`src/rtl/track_scheduler_pkg.sv`:
```
// Shared types and constants for the multi-track SD block scheduler.
// Address layout: track number in the upper bits, 512-byte block index below.
package track_sched_pkg;

  typedef enum logic [1:0] {
    IDLE  = 2'd0,
    ISSUE = 2'd1,
    WAIT  = 2'd2,
    DONE  = 2'd3
  } state_t;

  localparam int unsigned CHAN_SHIFT  = 25;
  localparam int unsigned BLOCK_BYTES = 512;

  function automatic logic [31:0] block_addr(input logic [31:0] chan, input logic [31:0] ptr);
    return (chan << CHAN_SHIFT) + (ptr * BLOCK_BYTES);
  endfunction

endpackage

```
`src/rtl/track_scheduler_rr_arbiter.sv`:
```
// Combinational round-robin picker: searches upward from one past the
// last-served index and returns a one-hot grant (all-zero if no request).
module rr_arbiter #(
  parameter int unsigned CHANNELS = 8,
  parameter int unsigned IDX_W    = (CHANNELS > 1) ? $clog2(CHANNELS) : 1
) (
  input  logic [CHANNELS-1:0] i_req,
  input  logic [IDX_W-1:0]    i_last,
  output logic [CHANNELS-1:0] o_grant
);

  logic             w_found;
  logic [IDX_W-1:0] w_idx;

  always_comb begin
    o_grant = '0;
    w_found = 1'b0;
    w_idx   = '0;
    for (int unsigned off = 1; off <= CHANNELS; off++) begin
      w_idx = IDX_W'((32'(i_last) + off) % CHANNELS);
      if (!w_found && i_req[w_idx]) begin
        o_grant[w_idx] = 1'b1;
        w_found        = 1'b1;
      end
    end
  end

endmodule

```
`src/rtl/track_scheduler.sv`:
```
// Arbitrates one record stream and CHANNELS playback tracks onto a single
// SD store/load engine, tracking a per-track block pointer for each.
module track_scheduler
  import track_sched_pkg::*;
#(
  parameter int unsigned WORD_WIDTH     = 8,
  parameter int unsigned CHANNELS       = 8,
  parameter int unsigned TRACK_BLOCKS   = 65536,
  parameter int unsigned TIMEOUT_CYCLES = 2_000_000,
  localparam int unsigned CHAN_W        = (CHANNELS > 1) ? $clog2(CHANNELS) : 1
) (
  input  logic                clk,
  input  logic                rst_n,
  input  logic                enable,
  input  logic                rewind,
  input  logic                rec_req,
  input  logic [CHAN_W-1:0]   rec_chan,
  input  logic [CHANNELS-1:0] play_req,
  input  logic [CHANNELS-1:0] play_en,
  output logic                op_store,
  output logic                op_load,
  output logic [31:0]         op_addr,
  output logic [CHAN_W-1:0]   op_chan,
  input  logic                op_done,
  output logic                rec_grant,
  output logic [CHANNELS-1:0] play_grant,
  output logic                busy,
  output logic                timeout_err
);

  localparam int unsigned PTR_W = (TRACK_BLOCKS > 1) ? $clog2(TRACK_BLOCKS) : 1;
  localparam int unsigned CNT_W = $clog2(TIMEOUT_CYCLES + 1);
  localparam logic [PTR_W-1:0]  PTR_LAST  = PTR_W'(TRACK_BLOCKS - 1);
  localparam logic [CNT_W-1:0]  CNT_LAST  = CNT_W'(TIMEOUT_CYCLES - 1);
  localparam logic [CHAN_W-1:0] CHAN_LAST = CHAN_W'(CHANNELS - 1);

  if (WORD_WIDTH == 0) begin : g_word_width_unsupported
  end

  state_t r_state, w_next;

  logic                r_is_rec;
  logic [CHAN_W-1:0]   r_op_chan;
  logic [31:0]         r_op_addr;
  logic [CHAN_W-1:0]   r_last;
  logic [PTR_W-1:0]    r_rec_ptr;
  logic [PTR_W-1:0]    r_play_ptr [CHANNELS];
  logic [CHAN_W-1:0]   r_rec_chan_prev;
  logic                r_rewound;
  logic [CNT_W-1:0]    r_cnt;
  logic                r_timeout_err;

  logic [CHANNELS-1:0] w_elig;
  logic [CHANNELS-1:0] w_rr_gnt;
  logic [CHAN_W-1:0]   w_play_idx;
  logic                w_start;
  logic                w_rec_chg;
  logic                w_wait_expired;
  logic                w_do_inc;
  logic [CHAN_W-1:0]   w_sel_chan;
  logic [PTR_W-1:0]    w_sel_ptr;

  function automatic logic [PTR_W-1:0] ptr_inc(input logic [PTR_W-1:0] p);
    return (p == PTR_LAST) ? '0 : p + 1'b1;
  endfunction

  assign w_elig         = play_req & play_en;
  assign w_start        = enable && (rec_req || (|w_elig));
  assign w_rec_chg      = (rec_chan != r_rec_chan_prev);
  assign w_wait_expired = (r_state == WAIT) && !op_done && (r_cnt == CNT_LAST);
  // A rewind seen while the transaction was in flight (or in DONE itself)
  // means the completed block must not advance the freshly cleared pointer.
  assign w_do_inc       = (r_state == DONE) && !r_rewound && !rewind;

  rr_arbiter #(
    .CHANNELS (CHANNELS),
    .IDX_W    (CHAN_W)
  ) u_rr (
    .i_req   (w_elig),
    .i_last  (r_last),
    .o_grant (w_rr_gnt)
  );

  always_comb begin
    w_play_idx = '0;
    for (int unsigned i = 0; i < CHANNELS; i++) begin
      if (w_rr_gnt[i]) w_play_idx = CHAN_W'(i);
    end
  end

  // Pointer clears that land on the latch cycle are reflected in the address.
  always_comb begin
    if (rec_req) begin
      w_sel_chan = rec_chan;
      w_sel_ptr  = (rewind || w_rec_chg) ? '0 : r_rec_ptr;
    end else begin
      w_sel_chan = w_play_idx;
      w_sel_ptr  = rewind ? '0 : r_play_ptr[w_play_idx];
    end
  end

  always_ff @(posedge clk or negedge rst_n) begin
    if (!rst_n) r_state <= IDLE;
    else        r_state <= w_next;
  end

  always_comb begin
    w_next = r_state;
    case (r_state)
      IDLE:    if (w_start) w_next = ISSUE;
      ISSUE:   w_next = WAIT;
      WAIT: begin
        if (op_done)             w_next = DONE;
        else if (w_wait_expired) w_next = IDLE;
      end
      DONE:    w_next = IDLE;
      default: w_next = IDLE;
    endcase
  end

  always_comb begin
    op_store   = (r_state == ISSUE) && r_is_rec;
    op_load    = (r_state == ISSUE) && !r_is_rec;
    busy       = (r_state != IDLE);
    rec_grant  = (r_state == DONE) && r_is_rec;
    play_grant = '0;
    for (int unsigned i = 0; i < CHANNELS; i++) begin
      play_grant[i] = (r_state == DONE) && !r_is_rec && (r_op_chan == CHAN_W'(i));
    end
  end

  always_ff @(posedge clk or negedge rst_n) begin
    if (!rst_n) begin
      r_is_rec        <= 1'b0;
      r_op_chan       <= '0;
      r_op_addr       <= '0;
      r_last          <= CHAN_LAST;
      r_rec_ptr       <= '0;
      r_rec_chan_prev <= '0;
      r_rewound       <= 1'b0;
      r_cnt           <= '0;
      r_timeout_err   <= 1'b0;
      for (int unsigned i = 0; i < CHANNELS; i++) r_play_ptr[i] <= '0;
    end else begin
      r_rec_chan_prev <= rec_chan;

      if (r_state == IDLE && w_start) begin
        r_is_rec  <= rec_req;
        r_op_chan <= w_sel_chan;
        r_op_addr <= block_addr(32'(w_sel_chan), 32'(w_sel_ptr));
        r_rewound <= 1'b0;
      end else if ((r_state == ISSUE || r_state == WAIT) && rewind) begin
        r_rewound <= 1'b1;
      end

      if (r_state == WAIT) r_cnt <= r_cnt + 1'b1;
      else                 r_cnt <= '0;

      if (w_wait_expired) r_timeout_err <= 1'b1;

      if (rewind || w_rec_chg)    r_rec_ptr <= '0;
      else if (w_do_inc && r_is_rec) r_rec_ptr <= ptr_inc(r_rec_ptr);

      for (int unsigned i = 0; i < CHANNELS; i++) begin
        if (rewind)
          r_play_ptr[i] <= '0;
        else if (w_do_inc && !r_is_rec && r_op_chan == CHAN_W'(i))
          r_play_ptr[i] <= ptr_inc(r_play_ptr[i]);
      end

      if (r_state == DONE && !r_is_rec) r_last <= r_op_chan;
    end
  end

  assign op_addr     = r_op_addr;
  assign op_chan     = r_op_chan;
  assign timeout_err = r_timeout_err;

endmodule
```
`config.mk`:
```
export PLATFORM = sky130hd
export DESIGN_NAME = track_scheduler
export DESIGN_NICKNAME = d
export VERILOG_FILES = /design/src/rtl/track_scheduler_pkg.sv /design/src/rtl/track_scheduler_rr_arbiter.sv /design/src/rtl/track_scheduler.sv
export SDC_FILE = /design/constraint.sdc
export NUM_CORES = 1
export LEC_CHECK = 0
export ABC_AREA = 1
export CELL_PAD_IN_SITES_DETAIL_PLACEMENT = 1
export CELL_PAD_IN_SITES_GLOBAL_PLACEMENT = 1
export CORE_MARGIN = 10
export CORE_UTILIZATION = 48
export DETAILED_ROUTE_END_ITERATION = 10
export HOLD_SLACK_MARGIN = 0.03
export PLACE_DENSITY = 0.95
export SLEW_MARGIN = 20
export SYNTH_ARGS = -nofsm -noshare
export SYNTH_HDL_FRONTEND = slang
export SYNTH_SLANG_ARGS = --single-unit
```
`constraint.sdc`:
```
create_clock -name clk -period 5.4 [get_ports clk]
set_clock_uncertainty 0.2 [all_clocks]
set_input_delay 0.81 -clock clk [delete_from_list [all_inputs] [get_ports clk]]
set_output_delay 0.81 -clock clk [all_outputs]
set_load 0.05 [all_outputs]
```
==> reports/metrics.yaml <==
status:
  outcome: "complete, no violations"
floorplan:
  io_pins: 73
  start_util_pct: 48.61
  die_area_um2: 34220
  core_area_um2: 26880
  std_cell_rows: 60
  die_h_um: 185.0
  fp.dieW_um: 185.0
cells_and_area:
  fillers: 3513
  layout_commonest_cell: "nand2_1"
  drive_above_1_share_pct: 5.646
  mostFrequentLayoutCells: "309 x nand2_1, 284 x inv_1, 215 x nand3_1"
  antenna_cells: 0
  final_nets: 1928
  area_growth_pct: 10.31
critical_path:
  path_cells: "inv_2 > ha_1 > inv_2 > nand3_1 > nand3_2 > nand2_4 > nand2_4 > nor2_8 > nand3_4 > nor2_8 > nand2_4 > o21ai_2 > nor2_4 > buf_4 > inv_2 > nor2_2 > nand2_2 > nand3_1 > nand3_1 > nand3_1 > a21oi_1"
  start_kind: "flip-flop"
  rrSetupSlack_ns: 0.49
  cp_slowest_cell: "dfstp_2"
  required_ns: 5.57
  end_kind: "flip-flop"
  critPathKind: "reg2reg"
  crit_arrival_ns: 5.09
  r2r_cells: 21
  crit_fanout: 32
  path_buf_inv: 4
  r2r-end: "op_addr[20]"
  critPathTopFamily: "simple AND/OR/NAND/NOR gates"
  critPathMaxStageDelay_ns: 0.82
  timing.critical_path.mode_cell: "nand3_1"
  startpoint: "r_last[0]"
  r2r_start: "r_last[0]"
sta:
  worstMarginPinSlew_ns: 1.114
  finalHoldViolCount: 0
  fin_crit_sh_pct: 90.94
  timing.slew.headroom_pct: 25.44
  maxSlewViolCount: 0
  rsz0062_at_grt: "no"
  period_needed_ns: 4.911
  fmax_ghz: 0.2036
  finalSetupViolCount: 0
  fin_setup_tns_ns: 0
clock_network:
  clock_sinks: 195
  cts_tree: "built"
  root_buffer: "clkbuf_16"
  clk_path_buf_depth: 2
  post_cts_buffers: 0
  hold_buffers: 0
  htree_levels: 4
  cts_buffers: 17
  insertion_delay_ns: 0.46
  postCtsResizedCells: 0
  clk_transition_reported_paths_ns: 0.08
detailed_routing:
  viasPerCell: 6.200
  drtAntennaViolNets: 0
  wl_per_cell_um: 21.29
  first_pass_iters: 6
  drt_first_iter_violations: 1512
  wl_um: 47600
  via_count: 13860
  drc: 0
synthesis:
  ys_seq_elements: 195
  synth_edf_count: 0
  synth-async-reset-ratio_pct: 100.0
  synth_area_um2: 13060
  syn_avg_cell_area_um2: 7.016
  synthFlopType: "dfrtp_1"
  synth_cell_type_count: 55
  synthCells: 1862
  ys.warnings.count: 0
  yosysSeqAreaShare_pct: 37.38
power:
  max-vdd-ir-drop_mv: 0.6908
  p_leak_nw: 6.336
  p_per_area_nw_per_um2: 703.5
  p_sw_mw: 5.961
  intPower_mw: 4.176
  combPwrFrac_pct: 69.4
  finalPower_mw: 10.14
  switching_share_pct: 58.80
  clock_power_share_pct: 13.2
  seqPwrFrac_pct: 17.3
grt:
  grt_pass1_wl_um: 77180
  antenna_found_initial: 0
  grt_pass1_vias: 14220
  grt_max_degree: 77
  grt_overflow: 0
  grt_usage_pct: 28.09
job:
  cap_viol_max_count: 0
min_path:
  hp-class: "in2async"
placement:
  portBuffers: 59
  hpwl_um: 34670
  gp_congestion: 0.9690
-- worst max-delay path by stage --
stage	slack, ns	to	cells after the start
6_report	0.49	op_addr[20]	21
3_5_place_dp	0.67	op_addr[10]	21
4_1_cts	0.61	op_addr[20]	21
2_1_floorplan	1.92	op_addr[14]	22
5_1_grt	0.21	op_addr[20]	21
3_3_place_gp	0.78	op_addr[13]	18
-- power groups by stage --
stage | Clock (mW) | Combinational, mW | Sequential (mW)
floorplan | 0 | 4.68 | 1.93
global placement | 0 | 6.55 | 1.77
detailed placement | 0 | 6.67 | 1.77
CTS | 1.34 | 6.80 | 1.75
global route | 1.40 | 7.51 | 1.76
finish | 1.34 | 7.04 | 1.76
-- layer usage --
metal	routed length, µm	track usage, %	up-vias
met2	22840	46.62	592
li1	-	-	6249
met1	19580	35.61	6895
met4	1683	10.76	0
met5	0	0	-
met3	3501	4.976	127
-- synth_stat cells, drive strengths merged (4+ instances only) --
master | count | area [µm²]
xor2 | 25 | 219.0
dfrtp | 192 | 4805
nand3 | 221 | 1139
nor4 | 14 | 87.58
clkinv | 4 | 15.01
nor2 | 162 | 658.1
a31oi | 21 | 131.4
a41oi | 6 | 52.55
a21oi | 163 | 815.8
nand2 | 321 | 1260
ha | 21 | 262.8
o21ai | 77 | 389.1
o22ai | 27 | 168.9
clkbuf | 28 | 105.1
a211oi | 7 | 52.55
buf | 55 | 364.1
nand4 | 89 | 563.0
o221ai | 4 | 35.03
o21a | 5 | 37.54
nor3 | 77 | 385.4
or2 | 18 | 112.6
inv | 295 | 1110
-- through the flow --
stage               hold WS [ns]  instances  setup WS [ns]  util [%]  instance area (µm²)
detailed placement        0.2710       2204         0.6711     51.33                13800
floorplan                 0.2329       1874          1.918         -                13110
global route              0.2489       2236         0.2071     53.62                14410
global placement          0.2467       2204         0.7758     51.33                13800
finish                    0.2130       2236         0.4892     53.62                14410
CTS                       0.2343       2236         0.6113     53.62                14410
-- area by class of cell --
cell class	instances	area, µm²	area share, %
timing repair buffer	72	704.4	4.888
clock buffer	19	452.9	3.143
tap	341	426.7	2.961
sequential	195	4883	33.89
clock inverter	13	161.4	1.120
inverter	299	1125	7.806
multi-input combinational	1297	6656	46.19
-- registers in the layout (all words and copies together), names as in the netlist --
signal,cells
r_is_rec,1
r_rewound,1
r_rec_chan_prev,3
op_chan,3
r_last,3
r_cnt,21
op_addr,16
r_play_ptr,128
r_state,2
timeout_err,1
r_rec_ptr,16
-- kinds of logic after synthesis --
kind of cell               synth area share [%]
and+or+nand+nor                           32.62
adders and majority gates                 2.011
other                                   0.02871
AOI/OAI and AO/OA                         14.08
xor gates and xnor gates                  1.676
DFF                                       37.38
buffers and inverters                     12.20
Power figures use the tool's default switching activity.
